### src/rtl/mipi_dsi_packet_assembler_if.sv
`default_nettype none
// ============================================================================
// mipi_dsi_packet_assembler_if : HS byte input and assembled-word output bus
// Rev 1.0
// ============================================================================
interface mipi_dsi_packet_assembler_if;
  logic [7:0]  rx_data;
  logic        rx_valid;
  logic        rx_active;
  logic [31:0] packet;
  logic        packet_valid;
  logic        packet_header;
  logic        trunc_err;
  logic        ecc_err;

  modport master (
    output rx_data, rx_valid, rx_active,
    input  packet, packet_valid, packet_header, trunc_err, ecc_err
  );

  modport slave (
    input  rx_data, rx_valid, rx_active,
    output packet, packet_valid, packet_header, trunc_err, ecc_err
  );
endinterface
`default_nettype wire

### src/rtl/mipi_dsi_packet_assembler.sv
`default_nettype none
// ============================================================================
// mipi_dsi_packet_assembler : DSI HS byte stream -> 32-bit header/payload words
// Optional header ECC check via macro DSI_ECC_CHECK_EN.   Rev 1.0
// ============================================================================
module mipi_dsi_packet_assembler (
  input logic                         clk,
  input logic                         rst,
  mipi_dsi_packet_assembler_if.slave  bus
);

  typedef enum logic [1:0] {
    HDR     = 2'd0,
    PAYLOAD = 2'd1,
    CRC     = 2'd2,
    DISCARD = 2'd3
  } state_t;

  state_t      state, state_nxt;
  logic [1:0]  byte_cnt, byte_cnt_nxt;
  logic [15:0] remain, remain_nxt;
  logic [31:0] word_buf, word_buf_nxt;
  logic [31:0] packet_q, packet_nxt;
  logic        valid_q, valid_nxt;
  logic        header_q, header_nxt;
  logic        trunc_q, trunc_nxt;

  logic [31:0] merged;
  logic [15:0] wc;
  logic        is_long;
  logic        hdr_ok;

  // Incoming byte lands in lane (3 - byte_cnt); lower lanes stay zero for padding.
  assign merged  = word_buf | ({24'h0, bus.rx_data} << {~byte_cnt, 3'b000});
  assign wc      = {merged[15:8], merged[23:16]};
  assign is_long = (merged[27:24] == 4'h9) || (merged[27:24] == 4'hC) ||
                   (merged[27:24] == 4'hD) || (merged[27:24] == 4'hE);

`ifdef DSI_ECC_CHECK_EN
  logic [23:0] ecc_d;
  logic [5:0]  ecc_calc;
  logic        ecc_q, ecc_nxt;

  assign ecc_d = {merged[15:8], merged[23:16], merged[31:24]};
  assign ecc_calc[0] = ecc_d[0]  ^ ecc_d[1]  ^ ecc_d[2]  ^ ecc_d[4]  ^ ecc_d[5]  ^ ecc_d[7]  ^
                       ecc_d[10] ^ ecc_d[11] ^ ecc_d[13] ^ ecc_d[16] ^ ecc_d[20] ^ ecc_d[21] ^
                       ecc_d[22] ^ ecc_d[23];
  assign ecc_calc[1] = ecc_d[0]  ^ ecc_d[1]  ^ ecc_d[3]  ^ ecc_d[4]  ^ ecc_d[6]  ^ ecc_d[8]  ^
                       ecc_d[10] ^ ecc_d[12] ^ ecc_d[14] ^ ecc_d[17] ^ ecc_d[20] ^ ecc_d[21] ^
                       ecc_d[22] ^ ecc_d[23];
  assign ecc_calc[2] = ecc_d[0]  ^ ecc_d[2]  ^ ecc_d[3]  ^ ecc_d[5]  ^ ecc_d[6]  ^ ecc_d[9]  ^
                       ecc_d[11] ^ ecc_d[12] ^ ecc_d[15] ^ ecc_d[18] ^ ecc_d[20] ^ ecc_d[21] ^
                       ecc_d[22];
  assign ecc_calc[3] = ecc_d[1]  ^ ecc_d[2]  ^ ecc_d[3]  ^ ecc_d[7]  ^ ecc_d[8]  ^ ecc_d[9]  ^
                       ecc_d[13] ^ ecc_d[14] ^ ecc_d[15] ^ ecc_d[19] ^ ecc_d[20] ^ ecc_d[21] ^
                       ecc_d[23];
  assign ecc_calc[4] = ecc_d[4]  ^ ecc_d[5]  ^ ecc_d[6]  ^ ecc_d[7]  ^ ecc_d[8]  ^ ecc_d[9]  ^
                       ecc_d[16] ^ ecc_d[17] ^ ecc_d[18] ^ ecc_d[19] ^ ecc_d[20] ^ ecc_d[22] ^
                       ecc_d[23];
  assign ecc_calc[5] = ecc_d[10] ^ ecc_d[11] ^ ecc_d[12] ^ ecc_d[13] ^ ecc_d[14] ^ ecc_d[15] ^
                       ecc_d[16] ^ ecc_d[17] ^ ecc_d[18] ^ ecc_d[19] ^ ecc_d[21] ^ ecc_d[22] ^
                       ecc_d[23];
  assign hdr_ok      = (merged[7:0] == {2'b00, ecc_calc});
  assign bus.ecc_err = ecc_q;
`else
  assign hdr_ok      = 1'b1;
  assign bus.ecc_err = 1'b0;
`endif

  always_comb begin
    state_nxt    = state;
    byte_cnt_nxt = byte_cnt;
    remain_nxt   = remain;
    word_buf_nxt = word_buf;
    packet_nxt   = packet_q;
    valid_nxt    = 1'b0;
    header_nxt   = 1'b0;
    trunc_nxt    = 1'b0;
`ifdef DSI_ECC_CHECK_EN
    ecc_nxt      = 1'b0;
`endif
    if (!bus.rx_active) begin
      // End of burst: anything other than a clean packet boundary is truncation.
      trunc_nxt    = !((state == DISCARD) || ((state == HDR) && (byte_cnt == 2'd0)));
      state_nxt    = HDR;
      byte_cnt_nxt = 2'd0;
      remain_nxt   = 16'd0;
      word_buf_nxt = 32'h0;
    end else if (bus.rx_valid) begin
      case (state)
        HDR: begin
          if (byte_cnt != 2'd3) begin
            word_buf_nxt = merged;
            byte_cnt_nxt = byte_cnt + 2'd1;
          end else begin
            byte_cnt_nxt = 2'd0;
            word_buf_nxt = 32'h0;
            if (!hdr_ok) begin
              state_nxt = DISCARD;
`ifdef DSI_ECC_CHECK_EN
              ecc_nxt   = 1'b1;
`endif
            end else begin
              packet_nxt = merged;
              valid_nxt  = 1'b1;
              header_nxt = 1'b1;
              if (!is_long) begin
                state_nxt = HDR;
              end else if (wc == 16'd0) begin
                state_nxt = CRC;
              end else begin
                state_nxt  = PAYLOAD;
                remain_nxt = wc;
              end
            end
          end
        end
        PAYLOAD: begin
          remain_nxt = remain - 16'd1;
          if ((byte_cnt == 2'd3) || (remain == 16'd1)) begin
            packet_nxt   = merged;
            valid_nxt    = 1'b1;
            byte_cnt_nxt = 2'd0;
            word_buf_nxt = 32'h0;
          end else begin
            word_buf_nxt = merged;
            byte_cnt_nxt = byte_cnt + 2'd1;
          end
          if (remain == 16'd1) begin
            state_nxt = CRC;
          end
        end
        CRC: begin
          if (byte_cnt == 2'd1) begin
            state_nxt    = HDR;
            byte_cnt_nxt = 2'd0;
          end else begin
            byte_cnt_nxt = 2'd1;
          end
        end
        DISCARD: begin
          state_nxt = DISCARD;
        end
      endcase
    end
  end

  always_ff @(posedge clk) begin
    if (rst) begin
      state <= HDR;
    end else begin
      state <= state_nxt;
    end
  end

  always_ff @(posedge clk) begin
    if (rst) begin
      byte_cnt <= 2'd0;
      remain   <= 16'd0;
      word_buf <= 32'h0;
      packet_q <= 32'h0;
      valid_q  <= 1'b0;
      header_q <= 1'b0;
      trunc_q  <= 1'b0;
`ifdef DSI_ECC_CHECK_EN
      ecc_q    <= 1'b0;
`endif
    end else begin
      byte_cnt <= byte_cnt_nxt;
      remain   <= remain_nxt;
      word_buf <= word_buf_nxt;
      packet_q <= packet_nxt;
      valid_q  <= valid_nxt;
      header_q <= header_nxt;
      trunc_q  <= trunc_nxt;
`ifdef DSI_ECC_CHECK_EN
      ecc_q    <= ecc_nxt;
`endif
    end
  end

  assign bus.packet        = packet_q;
  assign bus.packet_valid  = valid_q;
  assign bus.packet_header = header_q;
  assign bus.trunc_err     = trunc_q;

endmodule
`default_nettype wire

### src/flat_wrapper.sv
// flat-port wrapper written by rule: the top's interface ports become plain ports
module mipi_dsi_packet_assembler_flat 
  (clk, rst, bus_rx_data, bus_rx_valid, bus_rx_active, bus_packet, bus_packet_valid, bus_packet_header, bus_trunc_err, bus_ecc_err);
  mipi_dsi_packet_assembler_if bus_i ();
  input logic clk;
  input logic rst;
  input wire logic [$bits(bus_i.rx_data)-1:0] bus_rx_data;
  input wire logic [$bits(bus_i.rx_valid)-1:0] bus_rx_valid;
  input wire logic [$bits(bus_i.rx_active)-1:0] bus_rx_active;
  output wire logic [$bits(bus_i.packet)-1:0] bus_packet;
  output wire logic [$bits(bus_i.packet_valid)-1:0] bus_packet_valid;
  output wire logic [$bits(bus_i.packet_header)-1:0] bus_packet_header;
  output wire logic [$bits(bus_i.trunc_err)-1:0] bus_trunc_err;
  output wire logic [$bits(bus_i.ecc_err)-1:0] bus_ecc_err;
  assign bus_i.rx_data = bus_rx_data;
  assign bus_i.rx_valid = bus_rx_valid;
  assign bus_i.rx_active = bus_rx_active;
  assign bus_packet = bus_i.packet;
  assign bus_packet_valid = bus_i.packet_valid;
  assign bus_packet_header = bus_i.packet_header;
  assign bus_trunc_err = bus_i.trunc_err;
  assign bus_ecc_err = bus_i.ecc_err;
  mipi_dsi_packet_assembler u_core (.clk(clk), .rst(rst), .bus(bus_i));
endmodule
### config.mk
export PLATFORM = sky130hd
export DESIGN_NAME = mipi_dsi_packet_assembler_flat
export DESIGN_NICKNAME = d
export VERILOG_FILES = /design/src/rtl/mipi_dsi_packet_assembler_if.sv /design/src/rtl/mipi_dsi_packet_assembler.sv /design/src/flat_wrapper.sv
export SDC_FILE = /design/constraint.sdc
export NUM_CORES = 1
export LEC_CHECK = 0
export ABC_AREA = 1
export CELL_PAD_IN_SITES_DETAIL_PLACEMENT = 1
export CELL_PAD_IN_SITES_GLOBAL_PLACEMENT = 1
export CORE_ASPECT_RATIO = 0.8
export CORE_MARGIN = 2
export CORE_UTILIZATION = 45
export CTS_CLUSTER_DIAMETER = 40
export DETAILED_ROUTE_END_ITERATION = 7
export DONT_BUFFER_PORTS = 1
export PLACE_DENSITY = 0.77
export SLEW_MARGIN = 10
export SYNTH_ARGS = -nofsm -noshare
export SYNTH_HDL_FRONTEND = slang
export SYNTH_SLANG_ARGS = --single-unit
### constraint.sdc
create_clock -name clk -period 2.2 [get_ports clk]
set_input_delay 0.44 -clock clk [delete_from_list [all_inputs] [get_ports clk]]
set_output_delay 0.44 -clock clk [all_outputs]
set_load 0.02 [all_outputs]
---- Word-level counts from Yosys, hierarchy flattened ----
Cells that the tools add are included.
cells by class
  add/sub/neg operators ................... 2
  eq/ne operators ......................... 17
  shift-type cells ........................ 1
  multiplexer cells ....................... 23
  bitwise operators ....................... 5
  reductions and logical operators ........ 21
operators by type and width
  kind                                                                  number
  32-bit two-way mux                                                    4
  32-bit one-hot mux with 2 select lines                                2
  16-bit two-way mux                                                    3
  32-bit bitwise OR                                                     1
  16-bit one-hot mux with 2 select lines                                1
  8-bit by 5-bit left shift with 32-bit output                          1
  16-bit by 1-bit == test with 1-bit output, second input constant      1
  4-bit == test, second input constant                                  4
  16-bit logical NOT                                                    1
  16-bit by 1-bit subtractor with 16-bit output, second input constant  1
  2-bit two-way mux                                                     7
  5-bit AND reduction                                                   2
  2-bit by 1-bit != test with 1-bit output, second input constant       4
  2-bit one-hot mux with 4 select lines                                 1
  2-bit == test, second input constant                                  3
  2-bit != test, second input constant                                  3
  2-bit one-hot mux with 3 select lines                                 1
  1-bit logical OR                                                      5
  2-bit by 1-bit == test with 1-bit output, second input constant       2
  2-bit logical NOT                                                     2
  2-bit AND reduction                                                   2
  4-bit AND reduction                                                   1
  2-bit OR reduction                                                    2
  4-bit OR reduction                                                    1
  other kinds (10)                                                      14
word-level totals
  flip-flop bits (word level) ............. 87
  word-level logic and storage cells ...... 77

---- Logic depth before layout (Yosys ltp) ----
Gate-level depths: netlist of the first run.
  depth in word-level cells ............... 10
  gate-level depth with buffers ........... 13
  mapped depth without buffers ............ 12

---- Worst setup path before layout of the first run ----
No wires, ideal clock.
  path kind ............................... flip-flop to flip-flop
  from .................................... register u_core.state[0]
  to ...................................... register u_core.remain[13]
  data arrival time ....................... 1.560 ns
  data required time ...................... 2.090 ns
  setup slack ............................. 0.530 ns
  cell stages (with the launch flop) ...... 11
  path through ............................ dfxtp_1 -> inv_1 -> ha_1 -> nor2_1 -> nor2_2 -> inv_2 -> nor2_1 -> buf_2 -> nand4_1 -> nand2_1 -> nor2_1
on the way
  word-level cells in the longest chain between the ends .. 3
  elaborated cells on any way between the ends .. 8
  classes of those cells .................. 4 x eq/ne; 1 x mux; 3 x reduce/logical
ends and longest elaborated chain
  what                                                                                  RTL line                          source
  start, declared                                                                       mipi_dsi_packet_assembler.sv:19   state_t state, state_nxt;
  start signal, assigned                                                                mipi_dsi_packet_assembler.sv:152  state <= state_nxt;
  2-bit logical NOT / 2-bit by 1-bit == test with 1-bit output (equally long branches)  mipi_dsi_packet_assembler.sv:90   case (state)
  2-bit by 1-bit != test with 1-bit output (no source line) (tied with other cells)     n/a
  5-bit AND reduction (no source line)                                                  n/a
  end signal, assigned                                                                  mipi_dsi_packet_assembler.sv:170  remain <= remain_nxt;
  end, declared                                                                         mipi_dsi_packet_assembler.sv:21   logic [15:0] remain, remain_nxt;
Parallel ways exist; a longest one is shown, timed or not.
A chain may end at the register's enable or synchronous reset.

---- Final worst setup path of the first run ----
  from .................................... register u_core.state[0]
  to ...................................... register u_core.packet_q[11] (netlist: u_core.bus.packet[11])
on the way
  word-level cells in the longest chain between the ends .. 3
  elaborated cells on any way between the ends .. 7
  classes of those cells .................. 3 x eq/ne; 1 x mux; 3 x reduce/logical
ends and longest elaborated chain
  what                                                                                  RTL line                          source
  2-bit by 1-bit == test with 1-bit output / 2-bit logical NOT (equally long branches)  mipi_dsi_packet_assembler.sv:90
  2-bit by 1-bit != test with 1-bit output (no source line) (tied with other cells)     n/a
  5-bit AND reduction (no source line)                                                  n/a
  end signal, assigned                                                                  mipi_dsi_packet_assembler.sv:172  packet_q <= packet_nxt;
  end, declared                                                                         mipi_dsi_packet_assembler.sv:23   logic [31:0] packet_q, packet_nxt;
Parallel ways exist; a longest one is shown, timed or not.

==> results by group, run 1 <==
Power
  – Leakage: around 2.2 nW
  – Pwr Density: 752 mW/mm²
  – Tot Pwr: 3.79 mW
  – IR drop worst, VDD: 0.000359 V

Min path
  – Cells on Worst Hold Path: 1
  – Worst hold path type: input port to flip-flop
  – Hold worst-path end: u_core.bus.trunc_err
  – HP Start: bus_rx_active

Yosys
  – Area leader, netlist: dfxtp_1
  – Distinct cells, synth: 37
  – Syn nets: approximately 680
  – Main area contributors after synthesis: dfxtp_1, nand2_1, nor2_1
  – Yosys reg bits: slightly below 90
  – Syn Area/Cell: just under 7 µm²
  – Ys Warns: 0
  – Synth Instances: roughly 660
  – Synth top area share: 0.389
  – Cell Area, Synth: between 0.004 and 0.005 mm²
  – Seq/Total Area, Yosys: 0.389

Worst setup path
  – Critical path launch point: u_core.state[0]
  – CP Cell Sequence: inv_1 -> ha_1 -> nor2_1 -> nor2_2 -> inv_2 -> nor3_2 -> nand2_2 -> clkinv_2 -> nor2_1 -> nor2_1
  – R2r endpoint: u_core.bus.packet[11]
  – Data required, critical path: approximately 2.4 ns
  – R2r worst-path depth: 10
  – Worst Setup End Kind: flip-flop
  – Worst r2r src: u_core.state[0]
  – Worst-path maximum fanout: 32
  – Worst setup path category: flip-flop to flip-flop
  – CP arrival: between 2 and 2.5 ns
  – Critical Path Slowest Stage Cell: dfxtp_1
  – R2R Setup Slk: approximately 0.21 ns
  – CP max stage delay: 0.36 ns
  – Critical path launch point type: flip-flop
  – Crit-path most repeated cell: nor2_1

CTS
  – Postcts setup bufs: 0
  – Clock Tree Root: clkbuf_16
  – Post-cts sizing count: 0
  – CTS tree: done
  – Clock sinks: 87
  – Clk slew on worst S/H paths: about 0.070 ns
  – Largest buffer count on any clock path: 2
  – Clk_lat worst skew: 0.35 ns
  – Hold_buf cts: 0
  – CTS Buf Count: 9
  – H-tree Lvls: 3

Detailed routing
  – Antenna-violating nets left: 0
  – DR WL met2: roughly 6.4 mm
  – Drt total wl: 13.9 mm
  – WL/cell: between 15 and 20 µm
  – Residual DRC: 0
  – Met3 wire length: between 600 and 700 µm
  – Max layer used: met4
  – Via/cell ratio: roughly 5.4
  – Drt pass-1 iters: 5
  – Via count: ~4400
  – 1st-iter DRT viols: between 150 and 200
  – M1 WL: about 6.7 mm

Placement
  – Gpl congestion: 0.875
  – # port buffers: 0
  – DPL Wire Length: around 9.9 mm
  – Dpl cells: around 800
  – Placed Area: between 0.004 and 0.005 mm²
  – Placement Setup Slack: 0.165 ns

Timing
  – Least-Margin Pin Slew: 0.653 ns
  – Final setup violating endpoints: 0
  – Setup ws final: about 0.21 ns
  – Fin. max-slew vios: 0
  – Final period utilization: 0.902
  – Final hold vios: 0
  – Final setup TNS: 0 ns
  – Final min period: approximately 2 ns
  – Relative slew margins: 0.563
  – Hold Slack: 0.169 ns
  – Unrepaired setup endpoints after global routing: no
  – Fmax: 504 MHz
  – Clk_skew: between 0.006 and 0.007 ns

Floorplan
  – Chip Width: roughly 120 µm
  – Core footprint: 0.00965 mm²
  – Row count: 32
  – Die Ht: roughly 93 µm
  – IO Pins: 48
  – Initial core utilization: 0.464
  – Die Footprint: ~0.011 mm²

Final layout
  – Finished Layout Cells: 807
  – Final core utilization: 0.522
  – Commonest non-fill, non-tap cell in the layout: nand2_1
  – Area occupied by multi-input gates: about 0.0023 mm²
  – Final net count: around 700
  – Final Cell Area: about 0.005 mm²
  – Antenna fix cells: 0
  – Filler Cells Inserted: 1273
  – Most frequent cells in the layout: nand2_1, nor2_1, dfxtp_1, inv_1, o21ai_0
  – Synth-to-Final Area Change: 12.5%
  – Ratio of cells with drive above 1 in the final layout: 0.115
  – Register area: between 0.0015 and 0.002 mm²

Global route
  – First-pass GRT wire length: approximately 23 mm
  – Total GRT Usage: 0.276
  – Number of global-route vias before repair: approximately 4500
  – Largest net degree at the start of global routing: 44
  – Grt ovf: 0
  – Initial antenna violation count: 0

Run
  – Max-Cap Viols: 0

Outcome
  – Status: finished clean
metal layers:
metal	global-route usage	vias up
met1	0.376	2121
met3	0.0447	19
met5	0	-
li1	-	2112
met4	0.0823	0
met2	0.449	114
cell usage after synthesis (all sizes together):
library cell  number
a2111oi            1
a211oi            10
a21oi             28
a31o               5
a31oi              1
buf               19
clkbuf            14
clkinv             2
conb               1
dfxtp             87
ha                 9
inv               65
nand2            171
nand3             26
nand4             12
nor2             135
nor3               4
o211ai             1
o21ai             51
o21bai            16
xor2               5
cell type report:
type | count | share of cell area
flip-flops and latches | 87 | 0.346
inverters | 67 | 0.0502
repair buffers | 25 | 0.0423
clock inverters | 7 | 0.0296
well taps | 136 | 0.0338
clock buffers | 9 | 0.0447
multi-input cells | 476 | 0.453
cells by family (layout without fill, tap and decap cells):
group,count (synthesis),count (layout),synth area share
AOI/OAI and AO/OA,113,113,0.150
xor gates and xnor gates,5,5,0.00979
adders and majority gates,9,9,0.0252
buffers and inverters,100,108,0.101
DFF,87,87,0.389
other,1,1,0.000838
and+or+nand+nor,348,348,0.324
how the worst max path moves through the flow:
stage / depth (start not counted) / end / slack [ns]
after floorplan: 10 / u_core.remain[13] / 0.53
after detailed placement: 10 / u_core.bus.packet[29] / 0.17
after global placement: 10 / u_core.bus.packet[29] / 0.29
after CTS: 10 / u_core.bus.packet[29] / 0.16
final: 10 / u_core.bus.packet[11] / 0.21
after global routing: 10 / u_core.bus.packet[18] / 0.02
worst max-delay path: cells and delay by family, from the launching register on:
kind	cells	cell delay, ns
adder cells (fa/ha/maj)	1	0.25
buffers and inverters	3	0.53
AND/OR/NAND/NOR	6	0.72
flip-flops	1	0.36
registers in the layout (all words and copies together), names as in the netlist:
name / count
u_core.remain: 16
u_core.bus.packet_valid: 1
u_core.bus.packet: 32
u_core.byte_cnt: 2
u_core.word_buf: 32
u_core.state: 2
u_core.bus.packet_header: 1
u_core.bus.trunc_err: 1
report_power, final:
part | internal, mW | switching (mW)
Clock | 1.24 | 0.697
Combinational | 0.0796 | 0.179
Sequential | 1.58 | 0.00737
Power figures use the tool's default switching activity.
==> run 2: changes to the inputs <==
- ABC_AREA: 1 -> not set
- CORE_UTILIZATION: 45 -> 48
==> results by group, run 2 <==
Global route
  – First-pass GRT wire length: 18.3 mm
  – Total GRT Usage: 0.258
  – Initial antenna violation count: 0
  – Largest net degree at the start of global routing: 50
  – Grt ovf: 0
  – Number of global-route vias before repair: between 3000 and 4000

Yosys
  – Seq/Total Area, Yosys: 0.438
  – Top_reg_cell synth: dfxtp_1
  – Cell Area, Synth: between 0.003 and 0.004 mm²
  – Synth Instances: between 400 and 500
  – Async set-reset flop share out of synthesis: 0
  – Post-synth EDFFs: 0
  – Synth cell count leaders: dfxtp_1, nor2_1, a21oi_1, a211oi_1, nand2_1
  – Distinct cells, synth: 65
  – Most frequent cell after synthesis: dfxtp_1
  – Area leader, netlist: dfxtp_1
  – Main area contributors after synthesis: dfxtp_1, a211oi_1, nor2_1
  – Syn Area/Cell: about 9 µm²
  – Yosys reg bits: between 80 and 90
  – Syn nets: 473
  – Ys Warns: 0
  – Synth top area share: 0.438

CTS
  – Clock sinks: 87
  – CTS Buf Count: 9
  – H-tree Lvls: 3
  – Clk_lat worst skew: around 0.37 ns
  – CTS tree: done
  – Hold_buf cts: 0
  – Clk slew on worst S/H paths: roughly 0.09 ns
  – Clock Tree Root: clkbuf_8
  – Largest buffer count on any clock path: 2

Min path
  – HP Start: rst
  – Hold worst-path end: u_core.bus.packet[2]
  – Worst hold path type: input port to flip-flop
  – Cells on Worst Hold Path: 1

Final layout
  – Finished Layout Cells: roughly 570
  – Filler Cells Inserted: 922
  – Synth-to-Final Area Change: 13.6%
  – Commonest non-fill, non-tap cell in the layout: dfxtp_1
  – Most frequent cells in the layout: dfxtp_1, nor2_1, a21oi_1, a211oi_1, buf_4
  – Ratio of cells with drive above 1 in the final layout: 0.168
  – Final net count: between 400 and 500
  – Antenna fix cells: 0
  – Final Cell Area: 0.00452 mm²

Timing
  – Hold Slack: 0.134 ns
  – Least-Margin Pin Slew: 0.615 ns
  – Final min period: around 2.2 ns
  – Final setup violating endpoints: 0
  – Final period utilization: 0.994
  – Relative slew margins: 0.588
  – Final hold vios: 0
  – Unrepaired setup endpoints after global routing: yes
  – Clk_skew: approximately 0.013 ns
  – Fin. max-slew vios: 0
  – Fmax: 457 MHz

Placement
  – Placed Area: 0.00417 mm²
  – # port buffers: 0
  – Dpl cells: approximately 550
  – Gpl congestion: approximately 0.81
  – DPL Wire Length: approximately 8 mm

Power
  – Leakage: approximately 1.7 nW
  – Tot Pwr: 2.84 mW
  – Pwr Density: 629 mW/mm²
  – IR drop worst, VDD: approximately 0.00039 V

Worst setup path
  – Data required, critical path: roughly 2.5 ns
  – CP arrival: between 2 and 2.5 ns
  – Worst-path maximum fanout: 11
  – Worst setup path category: flip-flop to flip-flop
  – Worst Setup End Kind: flip-flop
  – R2r worst-path depth: 8
  – Critical path launch point type: flip-flop
  – R2R Setup Slk: about 0.014 ns
  – R2r endpoint: u_core.remain[14]
  – Worst r2r src: u_core.word_buf[18]

Detailed routing
  – Drt pass-1 iters: 6
  – Antenna-violating nets left: 0
  – Via/cell ratio: 6.09
  – Residual DRC: 0
  – 1st-iter DRT viols: 160
  – Drt total wl: ~11 mm
  – WL/cell: between 15 and 20 µm
  – Via count: 3482

Floorplan
  – Row count: 29
  – IO Pins: 48
  – Core footprint: about 0.008 mm²
  – Chip Width: approximately 110 µm
  – Die Footprint: 0.00904 mm²
  – Initial core utilization: 0.498
  – Die Ht: roughly 85 µm

Outcome
  – Status: finished clean

Run
  – Max-Cap Viols: 0
run 2: changes by cell type after synthesis, moves of 10 or more:
cell / before / now
nand2_1: 168 / 21
inv_1: 52 / 9
a22o_1: 0 / 14
nor2_1: 131 / 66
nand4_1: 12 / 2
nand3_1: 22 / 12
a21oi_1: 28 / 49
inv_2: 13 / 0
o21bai_1: 13 / 0
mux2i_1: 0 / 13
o21ai_0: 48 / 11
a211oi_1: 10 / 33
run 2: per-stage QoR:
step                 util  setup slack, ns  TNS [ns]
floorplan               -           0.0306         0
global placement    0.522         -0.00435  -0.00435
detailed placement  0.522          -0.0868    -0.556
CTS                 0.552         -0.00196  -0.00196
global route        0.566          -0.0559    -0.310
finish              0.566           0.0141         0
run 2: critical path, stage by stage, from the launching register on:
cell      delay, ns
dfxtp_2        0.34
or4_4          0.56
nor4_4         0.14
and3_4         0.25
a311oi_4       0.12
a22oi_4        0.21
buf_12         0.18
mux2i_1        0.18
o22ai_1        0.09
run 2: cell families after synthesis:
logic type | synth area share
compound gates | 0.267
simple gates | 0.171
flops | 0.438
buf+inv | 0.0544
mux | 0.0362
fa+ha+maj | 0.0283
xor+xnor | 0.00440
other cells | 0.000943
run 2: routing by layer:
layer,GRT usage,part of all wire
met5,0,0
met4,0.0801,0.014
met3,0.0753,0.062
met2,0.406,0.46
met1,0.344,0.46
run 2: report_power, final:
group	total (mW)	internal, mW	switching, mW
Clock	1.09	0.436	0.657
Combinational	0.158	0.0639	0.0942
Sequential	1.59	1.58	0.0112
Total	2.84	2.08	0.762
run 2: worst max-delay path by stage:
stage,from,to,cells past startpoint
floorplan,bus_rx_data[0],u_core.remain[14],9
global placement,u_core.word_buf[18],u_core.remain[14],8
detailed placement,bus_rx_data[0],u_core.remain[14],8
CTS,u_core.word_buf[19],u_core.remain[0],9
global route,u_core.word_buf[18],u_core.remain[12],8
finish,u_core.word_buf[18],u_core.remain[14],8
run 2: final cells by class:
cell class	instances	area, µm²	share of cell area
clock buffers	9	124	0.0274
flip-flops and latches	87	1750	0.388
clock inverters	7	65.1	0.0144
well taps	108	135	0.0299
inverters	9	33.8	0.00748
repair buffers	31	285	0.0631
multi-input cells	321	2120	0.470
run 2: timing repair:
action | 4_1_cts | 5_1_grt
setup endpoints to repair | 8 | 68
resized for setup | 6 | 24
pin swaps | 2 | 2
buffers inserted | 1 | 1
cloned | 1 | 0
hold endpoints to repair | 0 | 0
